$ cat config.mk
export PLATFORM = sky130hd
export DESIGN_NAME = demod_seg_iter
export DESIGN_NICKNAME = d
export VERILOG_FILES = /design/src/rtl/demod_pkg.sv /design/src/rtl/demod_seg_iter_add.sv /design/src/rtl/demod_seg_iter.sv
export SDC_FILE = /design/constraint.sdc
export NUM_CORES = 1
export LEC_CHECK = 0
export BUFFER_PORTS_ARGS = -buffer_cell sky130_fd_sc_hd__buf_4
export CAP_MARGIN = 10
export CORE_ASPECT_RATIO = 1.75
export CORE_MARGIN = 5
export CORE_UTILIZATION = 54
export CTS_BUF_LIST = sky130_fd_sc_hd__clkbuf_8
export CTS_CLUSTER_DIAMETER = 30
export DETAILED_ROUTE_END_ITERATION = 8
export PLACE_DENSITY = 0.79
export SLEW_MARGIN = 20
export SYNTH_ARGS = -nofsm -noshare
export SYNTH_HDL_FRONTEND = slang
export SYNTH_HIERARCHICAL = 1
export SYNTH_SLANG_ARGS = --single-unit
$ cat constraint.sdc
create_clock -name clk -period 3.9 [get_ports clk]
set_input_delay 0.39 -clock clk [delete_from_list [all_inputs] [get_ports clk]]
set_output_delay 0.39 -clock clk [all_outputs]
set_load 0.1 [all_outputs]
$ cat src/rtl/demod_pkg.sv
// Shared types and arithmetic helpers for the iterative demodulation segment stage.
package demod_pkg;

  typedef enum logic {
    IDLE,
    RUN
  } state_e;

  // Width of the beat-index counter: at least one bit even for single-beat bursts.
  function automatic int unsigned idx_w(input int unsigned iters);
    return (iters <= 2) ? 1 : $clog2(iters);
  endfunction

  // Add of two words of 'width' bits (width <= 64), carried in 64-bit containers.
  // sat = 0 wraps modulo 2^width; sat = 1 clamps at 2^width-1.
  function automatic logic [63:0] sat_add(input logic [63:0] x,
                                          input logic [63:0] y,
                                          input int unsigned width,
                                          input logic        sat);
    logic [64:0] sum;
    logic [63:0] lim;
    lim = (width >= 64) ? '1 : ((64'd1 << width) - 64'd1);
    sum = {1'b0, x} + {1'b0, y};
    if (sat && (sum > {1'b0, lim})) begin
      return lim;
    end
    return sum[63:0] & lim;
  endfunction

endpackage

$ cat src/rtl/demod_seg_iter_add.sv
// Combinational wrapping/saturating adder shared by the address step and the accumulator.
module demod_sat_add
  import demod_pkg::*;
#(
  parameter int unsigned WIDTH = 32,
  parameter bit          SAT   = 1'b0
) (
  input  logic [WIDTH-1:0] a_i,
  input  logic [WIDTH-1:0] b_i,
  output logic [WIDTH-1:0] sum_o
);

  assign sum_o = WIDTH'(sat_add(64'(a_i), 64'(b_i), WIDTH, SAT));

endmodule

$ cat src/rtl/demod_seg_iter.sv
// Accepts a segment base word and emits ITERS address beats a_k = segment + k*STEP
// together with a running accumulator of the addresses emitted so far.
module demod_seg_iter
  import demod_pkg::*;
#(
  parameter int unsigned      WIDTH = 32,
  parameter logic [WIDTH-1:0] STEP  = WIDTH'(65536),
  parameter int unsigned      ITERS = 4,
  parameter bit               SAT   = 1'b0
) (
  input  logic                       clk,
  input  logic                       reset,
  input  logic                       seg_valid,
  output logic                       seg_ready,
  input  logic [WIDTH-1:0]           segment_0,
  output logic                       out_valid,
  input  logic                       out_ready,
  output logic [WIDTH-1:0]           a_gen_out,
  output logic [WIDTH-1:0]           demodulated_out,
  output logic [idx_w(ITERS)-1:0]    out_index,
  output logic                       out_last,
  output logic                       busy
);

  localparam int unsigned        IDX_W    = idx_w(ITERS);
  localparam logic [IDX_W-1:0]   LAST_IDX = IDX_W'(ITERS - 1);
  localparam logic               ONE_BEAT = (ITERS == 1);

  state_e             state_q, state_d;
  logic [WIDTH-1:0]   addr_q, addr_d;
  logic [WIDTH-1:0]   acc_q, acc_d;
  logic [IDX_W-1:0]   idx_q, idx_d;
  logic               valid_q, valid_d;
  logic               last_q, last_d;

  logic [WIDTH-1:0]   addr_next;
  logic [WIDTH-1:0]   acc_next;
  logic [IDX_W-1:0]   idx_inc;

  // The accumulator adds the already-stepped address, so both adders chain in one cycle.
  demod_sat_add #(.WIDTH(WIDTH), .SAT(SAT)) u_step_add (
    .a_i   (addr_q),
    .b_i   (STEP),
    .sum_o (addr_next)
  );

  demod_sat_add #(.WIDTH(WIDTH), .SAT(SAT)) u_acc_add (
    .a_i   (acc_q),
    .b_i   (addr_next),
    .sum_o (acc_next)
  );

  assign idx_inc = idx_q + IDX_W'(1);

  always_comb begin
    state_d = state_q;
    addr_d  = addr_q;
    acc_d   = acc_q;
    idx_d   = idx_q;
    valid_d = valid_q;
    last_d  = last_q;
    unique case (state_q)
      IDLE: begin
        if (seg_valid) begin
          addr_d  = segment_0;
          acc_d   = segment_0;
          idx_d   = '0;
          last_d  = ONE_BEAT;
          valid_d = 1'b1;
          state_d = RUN;
        end
      end
      RUN: begin
        if (valid_q && out_ready) begin
          if (last_q) begin
            valid_d = 1'b0;
            last_d  = 1'b0;
            state_d = IDLE;
          end else begin
            addr_d = addr_next;
            acc_d  = acc_next;
            idx_d  = idx_inc;
            last_d = (idx_inc == LAST_IDX);
          end
        end
      end
      default: state_d = IDLE;
    endcase
  end

  always_ff @(posedge clk or posedge reset) begin
    if (reset) begin
      state_q <= IDLE;
      addr_q  <= '0;
      acc_q   <= '0;
      idx_q   <= '0;
      valid_q <= 1'b0;
      last_q  <= 1'b0;
    end else begin
      state_q <= state_d;
      addr_q  <= addr_d;
      acc_q   <= acc_d;
      idx_q   <= idx_d;
      valid_q <= valid_d;
      last_q  <= last_d;
    end
  end

  assign seg_ready       = (state_q == IDLE);
  assign busy            = (state_q == RUN);
  assign out_valid       = valid_q;
  assign out_last        = last_q;
  assign a_gen_out       = addr_q;
  assign demodulated_out = acc_q;
  assign out_index       = idx_q;

endmodule

# Word level (Yosys, flattened, before mapping)
# Index checks and enable logic that the tools add are counted.
[totals]
regBits = 69
latchBits = 0
mem_bits_rw = 0
mem_bits_ro = 0
elab_cells = 42
memories = 0
[classes]
addsub = 3
multipliers = 0
div = 0
magnitude_cmp = 0
eq_ne = 5
shifts = 0
mux = 23
bitwise_logic = 1
reduce_logical = 4
[ops]
columns = ["op", "count"]
rows = [
  ["$mux 32", 5],
  ["$pmux 32 s2", 2],
  ["$add 32x17->32 const B", 1],
  ["$add 32x32->32", 1],
  ["$mux 1", 9],
  ["$mux 2", 3],
  ["$pmux 1 s2", 3],
  ["$reduce_and 3->1", 2],
  ["$ne 2x1->1 const B", 2],
  ["$ne 2x2->1 const B", 2],
  ["$pmux 2 s2", 1],
  ["$add 2x1->2 const B", 1],
  ["$eq 2x2->1 const B", 1],
  ["$reduce_and 2->1", 1],
  ["$logic_and 1x1->1", 1],
  ["$not 1->1", 1],
]

# Logic depth before layout (Yosys ltp)
# Gate-level depths: netlist of the first run.
[depth]
depth_word = 5
ltp_mapped = 21

# Cells and area by module
# The synthesis of the first run kept the hierarchy.
[modules_own_cells]
columns = ["mod", "instances", "cells_each", "area_each_um2", "seq_area_each_um2"]
rows = [
  ["demod_seg_iter", 1, 337, 3623.5, 1726.7],
  ["demod_sat_add at u_acc_add", 1, 241, 1744.2, 0.0],
  ["demod_sat_add at u_step_add", 1, 232, 1720.4, 0.0],
]

# Worst setup path before layout of the first run
# OpenSTA, ideal clock, no wires.
[synth_timing]
path_kind = "register to register"
start = "reg addr_q[16], in the netlist a_gen_out[16]"
end = "reg acc_q[31], in the netlist demodulated_out[31]"
t_arrival_ns = 4.728
required_ns = 3.774
path_slack_ns = -0.954
stages_incl_launch_ff = 21
path_cell_list = "dfrtp_1 > ha_1 > o21ai_0 > o21ai_0 > a221o_1 > a31oi_1 > o21ai_0 > a21oi_1 > xnor2_1 > ha_1 > buf_2 > a21oi_1 > o21bai_1 > a21oi_1 > nor2_1 > a2111oi_0 > o21ai_0 > or3_1 > nand2_1 > nand2_1 > mux2_4"
[synth_between]
elab_chain_len = 5
[synth_rtl]
columns = ["element", "line_no", "source"]
rows = [
  ["start, declared", "demod_seg_iter.sv:30", "logic [WIDTH-1:0] addr_q, addr_d;"],
  ["start signal, assigned", "demod_seg_iter.sv:101", "addr_q <= addr_d;"],
  ["$add 32x17->32", "demod_pkg.sv:23", "sum = {1'b0, x} + {1'b0, y};"],
  ["named net addr_next[24]", "demod_seg_iter.sv:36", "logic [WIDTH-1:0] addr_next;"],
  ["$add 32x32->32", "demod_pkg.sv:23", ""],
  ["named net acc_next[31]", "demod_seg_iter.sv:37", "logic [WIDTH-1:0] acc_next;"],
  ["$mux 32", "demod_seg_iter.sv:75", "if (last_q) begin"],
  ["$mux 32", "demod_seg_iter.sv:74", "if (valid_q && out_ready) begin"],
  ["$pmux 32 s2", "demod_seg_iter.sv:62", "unique case (state_q)"],
  ["end signal, assigned", "demod_seg_iter.sv:95", "acc_q <= '0;"],
  ["end signal, assigned", "demod_seg_iter.sv:102", "acc_q <= acc_d;"],
  ["end, declared", "demod_seg_iter.sv:31", "logic [WIDTH-1:0] acc_q, acc_d;"],
]
# The timed path passes the listed nets, and every way through them passes these cells. The select of a mux whose other input is x is not followed.
# A chain may end at the register's enable or synchronous reset.

# Worst setup path after layout of the first run
# Ends and elaborated chain as after synthesis.

==> impl_metrics.tcl, run 1 <==
set metrics [dict create \
    status "finished with violations" \
    violations "setup timing" \
    routedWlPerCell_um 16.97 \
    fin_crit_ns 3.969 \
    cp-start-kind "flip-flop" \
    finClkSkew_ns 0.01004 \
    yosysWarnings 6 \
    cts_tree "done" \
    finalWirelength_um 19350 \
    critPathKind "reg -> reg" \
    cts_root_buf "clkbuf_8" \
    postSynthCellCount 810 \
    yosysSeqAreaShare 0.2436 \
    critical_path.startpoint "a_gen_out[16]" \
    place_hpwl_um 15000 \
    firstDrtPassIters 5 \
    crit_path_max_fanout 6 \
    grt_pass1_vias 6488 \
    grt_overflow_total 0 \
    cp_data_required_time_ns 4.15 \
    synth_flop_cell "dfrtp_1" \
    routabilityCongestion 0.9321 \
    drc 0 \
    clock_latency_ns 0.37 \
    die_area_um2 15610 \
    die_w_um 96.61 \
    drt_iter0_drc 304 \
    fmax_ghz 0.2520 \
    hp-class "in -> reg" \
    num_vias 6438 \
    slew_headroom 0.3885 \
    grt_max_degree 102 \
    setup_viol 2 \
    cts_sinks 69 \
    track_usage 0.2476 \
    h-tree-depth 3 \
    avgSynthCellArea_um2 8.751 \
    drive_gt1_frac 0.2931 \
    synthDistinctLibCells 79 \
    synth-async-reset-ratio 1.000 \
    fin_ws_ns -0.06858 \
    port_buffers 105 \
    placed_cell_area_um2 8352 \
    die_h_um 161.6 \
    finalCritPeriodShare 1.018 \
    rsz0062_at_grt "yes" \
    io_pins 106 \
    clkTransAtPathRegs_ns 0.09 \
    reg2reg_from "a_gen_out[16]" \
    arrival_ns 4.22 \
    max_cap_viol_count 0 \
    synth_edf_count 0 \
    numCtsBuffers 9 \
    stdcell_area_um2 8807 \
    synth_area_um2 7088 \
    dp_slack_ns -0.08885 \
    grt_first_pass_wirelength_um 31770 \
    worst_pin_slew_ns 0.9172 \
    antennaDiodeCount 0 \
    antenna_left 0 \
    synthToLayoutAreaGrowth_pct 24.25 \
    core-area_um2 12940 \
    hold_viol_final 0 \
    hold_start "seg_valid" \
    antenna_found_initial 0 \
    ys_ff_latch 69 \
    critPathCaptureType "flip-flop" \
    viasPerCell 5.647 \
    final_net_count 1065 \
    clockBufferDepth 2 \
    rows 55 \
    start_util 0.5479 \
    maxSlewViolCount 0 \
]
## timing repair
| item | in CTS | in global routing |
|---|---|---|
| buffers inserted | 4 | 5 |
| gates resized for setup | 8 | 14 |
| endpoints found under the setup margin | 5 | 8 |
| hold endpoints to repair | 8 | 0 |
| pin swaps | 4 | 8 |
| hold buffers | 1 | 0 |
## critical path: stages (launching register included)
cell,delay (ns)
dfrtp_2,0.42
ha_4,0.18
a211oi_2,0.18
o21ai_1,0.11
a221o_1,0.35
a311oi_2,0.27
nor2_2,0.09
buf_4,0.14
a32oi_1,0.18
o31a_1,0.27
ha_4,0.26
buf_4,0.15
a21oi_4,0.13
nor2_2,0.05
a2111oi_2,0.24
o21ai_1,0.12
or3_1,0.34
nand2_1,0.07
nand2_1,0.06
mux2_4,0.25
## cells in the final DEF (no fill, tap or decap), types with 8 or more instances in the layout
| cell | instances |
|---|---|
| nand2_1 | 167 |
| buf_4 | 147 |
| dfrtp_1 | 63 |
| ha_1 | 54 |
| a21oi_1 | 53 |
| mux2_4 | 49 |
| nand2b_1 | 34 |
| conb_1 | 33 |
| nor2_1 | 31 |
| a21o_1 | 31 |
| xnor2_1 | 31 |
| xor2_1 | 25 |
| o21ai_0 | 18 |
| inv_1 | 17 |
| nand4_1 | 16 |
| mux2_2 | 15 |
| nand3_1 | 15 |
| clkbuf_8 | 11 |
| o21ai_1 | 8 |
## stage by stage
| stage | hold WS, ns | std cells | utilization | setup TNS, ns |
|---|---|---|---|---|
| 5_1_grt | 0.2080 | 1140 | 0.6808 | -0.7183 |
| 2_1_floorplan | 0.4791 | 841 | - | -0.1090 |
| 4_1_cts | 0.2030 | 1135 | 0.6737 | -0.001616 |
| 3_5_place_dp | 0.3206 | 1114 | 0.6456 | -0.2994 |
| 3_3_place_gp | 0.3170 | 1113 | 0.6434 | 0 |
| 6_report | 0.2169 | 1140 | 0.6808 | -0.1046 |
## cell type report
type / instances / area (um2)
Multi-Input combinational cell: 716 / 5350
Fill cell: 1111 / 4130
Sequential cell: 69 / 1734
Timing Repair Buffer: 150 / 1161
Tap cell: 171 / 214.0
Clock buffer: 11 / 151.4
Clock inverter: 5 / 128.9
Inverter: 18 / 67.56
## kinds of logic after synthesis
family | after synthesis | share of synthesized area
xor gates and xnor gates | 58 | 0.07167
DFF | 69 | 0.2436
and+or+nand+nor | 300 | 0.1945
adders and majority gates | 65 | 0.1169
other | 2 | 0.001060
AOI/OAI and AO/OA | 192 | 0.1942
muxes | 68 | 0.1333
buffers and inverters | 56 | 0.04484
## state kept, by name, indices dropped and copies added, names as in the netlist
register / count
a_gen_out: 32
busy: 1
demodulated_out: 32
out_index: 2
out_last: 1
out_valid: 1
## cells in the mapped netlist, drive strengths merged (5+ instances only)
| library cell | n | area, um2 |
|---|---|---|
| nand3 | 15 | 75.07 |
| a211oi | 6 | 50.05 |
| nand4 | 16 | 100.1 |
| xnor2 | 31 | 271.5 |
| xor2 | 27 | 236.5 |
| buf | 17 | 171.4 |
| a21oi | 57 | 285.3 |
| o21a | 5 | 37.54 |
| o21bai | 8 | 71.32 |
| mux2 | 64 | 904.6 |
| inv | 18 | 67.56 |
| a311oi | 6 | 82.59 |
| o211ai | 5 | 51.30 |
| and3 | 6 | 38.79 |
| a21o | 31 | 232.7 |
| o21ai | 30 | 157.7 |
| dfrtp | 69 | 1727 |
| nor3 | 8 | 40.04 |
| a31oi | 6 | 37.54 |
| clkbuf | 21 | 78.83 |
| nand2b | 34 | 212.7 |
| nand2 | 167 | 626.9 |
| ha | 63 | 788.3 |
| nor2 | 33 | 126.4 |
## metal layers
metal,global-route usage,vias up,share of wire
met4,0.1419,0,0.055
met2,0.4544,165,0.53
met5,0,-,0
li1,-,3181,-
met3,0.03414,60,0.036
met1,0.2690,3032,0.38
## worst paths after layout
check / slack (ns) / end / cells past startpoint
setup / recovery: -0.07 / demodulated_out[31] / 19
hold / removal: 0.22 / out_last / 2
setup reg to reg: -0.07 / demodulated_out[31] / 19
hold reg to reg: 0.52 / out_index[0] / 1
max in group asynchronous: 2.70 / a_gen_out[16] / 4
min in group asynchronous: 0.49 / a_gen_out[2] / 3
Power of run 1 is not shown: default switching activity piles up to over one toggle a cycle in this logic, so the estimate is an artifact.
==> inputs of run 2 (changes only) <==
--- a/config.mk
+++ b/config.mk
@@ -5,15 +5,15 @@
 export SDC_FILE = /design/constraint.sdc
 export NUM_CORES = 1
 export LEC_CHECK = 0
-export BUFFER_PORTS_ARGS = -buffer_cell sky130_fd_sc_hd__buf_4
 export CAP_MARGIN = 10
 export CORE_ASPECT_RATIO = 1.75
 export CORE_MARGIN = 5
-export CORE_UTILIZATION = 54
+export CORE_UTILIZATION = 55
 export CTS_BUF_LIST = sky130_fd_sc_hd__clkbuf_8
 export CTS_CLUSTER_DIAMETER = 30
 export DETAILED_ROUTE_END_ITERATION = 8
-export PLACE_DENSITY = 0.79
+export DONT_BUFFER_PORTS = 1
+export PLACE_DENSITY = 0.73
 export SLEW_MARGIN = 20
 export SYNTH_ARGS = -nofsm -noshare
 export SYNTH_HDL_FRONTEND = slang
==> impl_metrics.tcl, run 2 (same netlist as run 1, synthesis figures left out) <==
set metrics [dict create \
    fin_crit_ns 3.999 \
    nFillCells 1169 \
    violations "setup timing" \
    port_buffers 0 \
    viasPerCell 5.828 \
    grt_overflow_total 0 \
    place_hpwl_um 15780 \
    numCtsBuffers 9 \
    synthToLayoutAreaGrowth_pct 17.07 \
    die_area_um2 15350 \
    firstDrtPassIters 5 \
    cts_root_buf "clkbuf_8" \
    clockBufferDepth 2 \
    routabilityCongestion 0.9293 \
    maxSlewViolCount 0 \
    layout_common_cells "nand2_1, buf_4, dfrtp_1, ha_1, a21oi_1" \
    crit_chain "ha_4 -> buf_6 -> o21ai_4 -> o21ai_2 -> a221o_1 -> a311oi_2 -> nor2_2 -> buf_4 -> a32oi_2 -> o31a_1 -> ha_4 -> a21o_1 -> a21o_1 -> a21oi_2 -> o221ai_2 -> mux2i_1 -> a21oi_1 -> o311ai_1 -> nand2_1 -> nand2_1 -> mux2_4" \
    grt_pass1_vias 6730 \
    clkTransAtPathRegs_ns 0.08 \
    cts_hold_buf 0 \
    critPathKind "reg -> reg" \
    start_util 0.5538 \
    final_core_util 0.6483 \
    worst-r2r-setup-slack_ns -0.1 \
    cts_tree "done" \
    reg2reg_from "a_gen_out[16]" \
    finalWirelength_um 19890 \
    rows 55 \
    grt_first_pass_wirelength_um 32150 \
    worst_pin_slew_ns 0.9745 \
    grt_use_met3 0.03252 \
    die_w_um 95.82 \
    num_vias 6399 \
    final_net_count 1023 \
    routedWlPerCell_um 18.11 \
    antenna_found_initial 0 \
    layoutNonFillerInstCount 1098 \
    crit_path_max_fanout 5 \
    critPathCaptureType "flip-flop" \
    arrival_ns 4.25 \
    hp-class "in -> async" \
    slew_headroom 0.3504 \
    setup_viol 3 \
    drt_iter0_drc 298 \
    rr_endpoint "demodulated_out[30]" \
    grt_max_degree 59 \
    critical_path.startpoint "a_gen_out[16]" \
    finalCritPeriodShare 1.025 \
    critPathCapture "demodulated_out[30]" \
    max_stage_delay_ns 0.43 \
    die_h_um 160.2 \
    grtUsageMet1 0.2789 \
    io_pins 106 \
    hold_viol_final 0 \
    core-area_um2 12800 \
    max_cap_viol_count 0 \
    cp_data_required_time_ns 4.15 \
    cts_sinks 69 \
    critPathSlowestCell "dfrtp_2" \
    busiest_layer "met2" \
    drc 0 \
    rsz0062_at_grt "yes" \
    antenna_left 0 \
    cp-start-kind "flip-flop" \
    drive_gt1_frac 0.2535 \
    antennaDiodeCount 0 \
    use_met2 0.4843 \
    fin_ws_ns -0.09872 \
    track_usage 0.2634 \
    h-tree-depth 3 \
    clock_latency_ns 0.36 \
    rr_worst_depth 21 \
    finClkSkew_ns 0.01856 \
    status "finished with violations" \
    fmax_ghz 0.2501 \
    place_inst 1077 \
    final_common_cell "nand2_1" \
]
## run 2: cell types whose count changed in the layout (fill, tap and decap cells not counted), moves of 4 or more
cell	change
buf_4	-40
bufinv_16	-4
clkinv_2	+4
ha_1	+4
## run 2: how the worst min path moves through the flow
stage                    from      endpoint  cells after the start
detailed placement      reset  out_index[0]                      1
finish                  reset  out_index[0]                      1
CTS                     reset  out_index[0]                      1
global route        seg_valid      out_last                      1
floorplan           seg_valid      out_last                      1
global placement        reset  out_index[0]                      1
## run 2: worst max-delay path, delay by kind of cell, from the launching register on
kind	cells	cell delay, ns
adders and majority gates	2	0.42
buffers and inverters	2	0.27
AOI/OAI and AO/OA	12	2.13
and+or+nand+nor	3	0.23
DFF	1	0.43
muxes	2	0.40
## run 2: repair_timing
| item | 4_1_cts | 5_1_grt |
|---|---|---|
| setup endpoints to repair | 6 | 8 |
| buffers inserted | 3 | 2 |
| pin swaps | 5 | 5 |
| gates resized for setup | 4 | 10 |
## run 2: layout make-up
class,count,area (um2),share of cell area
Multi-Input combinational cell,716,5305,0.6393
Clock inverter,7,36.28,0.004373
Sequential cell,69,1737,0.2093
Tap cell,171,214.0,0.02578
Inverter,18,67.56,0.008142
Clock buffer,9,123.9,0.01493
Timing Repair Buffer,108,814.5,0.09816
## run 2: per-layer routing
metal  vias up  share of wire
met5         -              0
met4         0          0.056
met3        59          0.040
met2       189           0.54
li1       3089              -
met1      3062           0.37
## run 2: metrics by stage
step,setup TNS [ns],hold slack (ns),cell area [um2],setup WS [ns]
2_1_floorplan,-0.1090,0.4791,7320,-0.06711
3_3_place_gp,-0.06458,0.4691,8044,-0.05427
3_5_place_dp,-0.4265,0.4937,8044,-0.1830
4_1_cts,-0.1425,0.09666,8248,-0.09067
5_1_grt,-1.425,0.1151,8298,-0.3448
6_report,-0.2197,0.07297,8298,-0.09872
Power of run 2 is left out for the same reason.
